**src/rtl/sine_rom_arbiter.sv**
```systemverilog
// Round-robin arbiter sharing one synchronous sine ROM port, with tagged 2-cycle responses.
// Optional feature: define ARB_LOCK_EN to add a per-requester lock input (bounded re-grant).
module sine_rom_arbiter #(
    parameter int A_WIDTH = 8,
    parameter int D_WIDTH = 8,
    parameter int N_REQ   = 2
) (
    input  logic                       clk,
    input  logic                       rst,
    input  logic [N_REQ-1:0]           req,
    input  logic [N_REQ*A_WIDTH-1:0]   addr,
`ifdef ARB_LOCK_EN
    input  logic [N_REQ-1:0]           lock,
`endif
    output logic [N_REQ-1:0]           gnt,
    output logic [A_WIDTH-1:0]         rom_addr,
    input  logic [D_WIDTH-1:0]         rom_dout,
    output logic [N_REQ-1:0]           rsp_valid,
    output logic [D_WIDTH-1:0]         rsp_data
);

    localparam int IW = (N_REQ > 2) ? 2 : 1;

    logic [IW-1:0]      ptr;
    logic [IW-1:0]      win;
    logic [IW-1:0]      idx;
    logic [IW-1:0]      next_ptr;
    logic [IW-1:0]      tag_id;
    logic               tag_v;
    logic               found;
    logic               locked;
    logic               transfer;
    logic [A_WIDTH-1:0] sel_addr;
    logic [A_WIDTH-1:0] last_addr;

`ifdef ARB_LOCK_EN
    logic [IW-1:0]      last_w;
    logic               last_v;
    logic [3:0]         lock_cnt;
    logic               lock_hit;

    assign lock_hit = last_v && req[last_w] && lock[last_w] && (lock_cnt < 4'd8);
`endif

    // A held lock re-grants the previous winner; otherwise scan upward from ptr.
    always_comb begin
        found  = 1'b0;
        win    = '0;
        idx    = '0;
        locked = 1'b0;
`ifdef ARB_LOCK_EN
        if (lock_hit) begin
            found  = 1'b1;
            win    = last_w;
            locked = 1'b1;
        end
`endif
        for (int k = 0; k < N_REQ; k++) begin
            idx = IW'((int'(ptr) + k) % N_REQ);
            if (!found && req[idx]) begin
                found = 1'b1;
                win   = idx;
            end
        end
    end

    assign transfer = rst & found;
    assign next_ptr = (win == IW'(N_REQ - 1)) ? '0 : win + IW'(1);

    always_comb begin
        sel_addr = '0;
        for (int k = 0; k < N_REQ; k++) begin
            if (win == IW'(k)) sel_addr = addr[k*A_WIDTH +: A_WIDTH];
        end
    end

    always_comb begin
        gnt = '0;
        if (transfer) gnt[win] = 1'b1;
    end

    assign rom_addr = transfer ? sel_addr : last_addr;

    always_ff @(posedge clk) begin
        if (!rst) begin
            ptr       <= '0;
            last_addr <= '0;
            tag_v     <= 1'b0;
            tag_id    <= '0;
            rsp_valid <= '0;
            rsp_data  <= '0;
        end else begin
            tag_v <= transfer;
            if (transfer) begin
                tag_id    <= win;
                last_addr <= sel_addr;
                if (!locked) ptr <= next_ptr;
            end
            rsp_valid <= '0;
            if (tag_v) begin
                rsp_valid[tag_id] <= 1'b1;
                rsp_data          <= rom_dout;
            end
        end
    end

`ifdef ARB_LOCK_EN
    // The first grant of a locked streak counts as 1, so a streak tops out at 8 grants.
    always_ff @(posedge clk) begin
        if (!rst) begin
            last_w   <= '0;
            last_v   <= 1'b0;
            lock_cnt <= '0;
        end else begin
            if (transfer) begin
                last_w <= win;
                last_v <= 1'b1;
            end
            if (transfer && lock[win])
                lock_cnt <= locked ? lock_cnt + 4'd1 : 4'd1;
            else
                lock_cnt <= '0;
        end
    end
`endif

endmodule

```
**config.mk**
```make
export PLATFORM = sky130hd
export DESIGN_NAME = sine_rom_arbiter
export DESIGN_NICKNAME = d
export VERILOG_FILES = /design/src/rtl/sine_rom_arbiter.sv
export SDC_FILE = /design/constraint.sdc
export NUM_CORES = 1
export LEC_CHECK = 0
export CORE_ASPECT_RATIO = 0.7
export CORE_MARGIN = 8
export CORE_UTILIZATION = 40
export DETAILED_ROUTE_END_ITERATION = 8
export DONT_BUFFER_PORTS = 1
export SYNTH_ARGS = -nofsm -noshare
export SYNTH_HDL_FRONTEND = slang
export SYNTH_SLANG_ARGS = --single-unit
```
**constraint.sdc**
```tcl
create_clock -name clk -period 2.61 [get_ports clk]
set_input_delay 0.3915 -clock clk [delete_from_list [all_inputs] [get_ports clk]]
set_output_delay 0.3915 -clock clk [all_outputs]
set_load 0.01 [all_outputs]
```
==> flow_summary.ini <==
[clock_network]
insertion_delay_ps = 250
cts_buffers = 3
post_cts_resized = 0
cts_tree = built
cts_max_level = 1
hold_buffers = 0
clock_path_buffers = 2
cts.clk_slew.worst_paths_ps = 70
ctsRootBufferMaster = clkbuf_8
post_cts_buffers = 0
clkSinkCount = 21

[placement]
place_inst = 135
gp_congestion = 0.672
dpl.hpwl_um = 1860
place_area_um2 = 1030
io_buffers = 0

[timing]
hold_violations = 0
grt_setup_unrepaired = false
timing.fmax_mhz = 522
max_slew_margin_pct = 61.4
slew_violations = 0
finalCriticalPeriod_ps = 1920
setup_violations = 0
tns_ps = 0
worst_pin_slew_ps = 575
period_share_pct = 73.4
fin_worst_skew_ps = 3.41

[power_and_ir_drop]
ir_worst_vdd_v = 0.000408
p_total_w = 0.000663
p_per_area_nw_per_um2 = 614
cellLeakagePower_nw = 0.424

[worst_setup_path]
timing.rr.start = tag_v
cp-end-kind = output port
path_cells = inv_1 > a21oi_2 > a221o_1
crit_fanout = 9
path_delay_family = compound AO/OA/AOI/OAI gates
cp_slowest_stage_delay_ps = 480
crit_buf_inv = 1
r2r_setup_slack_ps = 1530
crit_arrival_ps = 1520
startpoint = ptr
crit_required_ps = 2220
critical_path_class = flop to output port
start_kind = flop
critPathSlowestCell = a21oi_2

[drt]
drc = 0
drt-pass1-iter-count = 4
routed_via_density = 5.58
drt-initial-drc-count = 39
ant_nets = 0
drt-wirelength-per-cell_um = 18.1
totalWireLength_um = 2520
dr_total_vias = 776

[floorplan]
die_h_um = 58.5
die_x_um = 76.7
rows = 15
start_util_pct = 41.9
die-area_um2 = 4480
core_area_um2 = 2460
io_pins = 48

[logic_synthesis]
yosysWarnings = 0
netlist_top_cells_area = dfxtp_1, mux2_2, a221o_1, mux2i_1, o221ai_1
synth_top_area_cell = dfxtp_1
synth-seq-cells = 21
syn-num-nets = 136
ys_seq_area_share_pct = 40.8
ys_async_sr_fraction_pct = 0
yosysUniqueCellTypes = 23
synth_ff_type = dfxtp_1
ys_top_cells_by_count = dfxtp_1, nor2_1, and2_1
synth_most_common_cell = dfxtp_1
synthCells = 108
syn_avg_cell_area_um2 = 9.55
yosys.area.top_type_share_pct = 40.8
synth.cell_area_um2 = 1030
synth_edf_count = 0

[global_routing]
grt_pass1_wl_um = 4000
grt_pass1_vias = 757
grt_max_degree = 24
antenna_found_initial = 0
grt-ovfl-total = 0
grt.total_usage_pct = 11.2

[layout]
area_growth_pct = 4.73
fin_util_pct = 43.9
stdcell_count = 139
final_layout_size_suffix_gt1_share_pct = 14.3
diodes = 0
final_nets = 134
final_area_um2 = 1080

[hold_path]
hold_start = req[1]
hold_path_class = input pin to flop

[outcome]
outcome = completed

[run]
cap_violations = 0
==> metal layers <==
| layer | global-route usage, % | vias up | share of wire, % |
|---|---|---|---|
| met5 | 0 | - | 0 |
| met4 | 3.27 | 0 | 0.68 |
| met3 | 7.75 | 2 | 12 |
| met2 | 16.5 | 33 | 43 |
| met1 | 12.6 | 357 | 45 |
| li1 | - | 384 | - |
==> path summary, 6_finish.rpt <==
path                                     end  depth (start not counted)
worst max-delay path             rom_addr[0]                          3
worst min-delay path                     ptr                          1
worst max register to register   rsp_data[5]                          2
worst min register to register  rsp_valid[0]                          1
==> final cells by class <==
cell class,instances,area [µm²]
tap,34,42.5
sequential,21,420
fill,251,1380
clock buffer,4,45.0
inverter,2,7.51
multi-input combinational,78,564
==> cells in the final DEF (no fill, tap or decap), types with 2 or more instances in the layout <==
cell type,n
a221o_1,8
nor2_1,18
nand2_1,2
mux2i_1,8
mux2_2,8
inv_1,2
clkbuf_8,3
o221ai_1,8
and2_1,9
nor2b_1,8
o21ai_0,2
dfxtp_1,21
==> sequential cells by signal, summed over array words and instances, names as in the netlist <==
| register | count |
|---|---|
| rsp_valid | 2 |
| tag_id | 1 |
| rsp_data | 8 |
| tag_v | 1 |
| ptr | 1 |
| last_addr | 8 |
==> through the flow <==
step                      hold WS [ps]  worst slack [ps]
after floorplan                    404              1090
after global placement             421               944
after detailed placement           424               926
after CTS                          214               674
after global routing               198               577
final                              221               694
==> power breakdown <==
part	total [W]	switching [W]	internal (W)	leakage, nW
Clock	0.000207	0.0000981	0.000108	0.0228
Sequential	0.000362	0.0000195	0.000343	0.174
Combinational	0.0000938	0.0000442	0.0000496	0.227
Total	0.000663	0.000162	0.000501	0.424
==> kinds of logic (layout without fill, tap and decap cells) <==
kind of cell,count (synthesis),in the layout,share of synthesized area [%]
AO/OA/AOI/OAI,22,22,18.3
buffers and inverters,9,6,4.49
flip-flops,21,21,40.8
multiplexers,16,16,16.5
AND/OR/NAND/NOR,40,40,19.9
(Power assumes the default switching activity.)
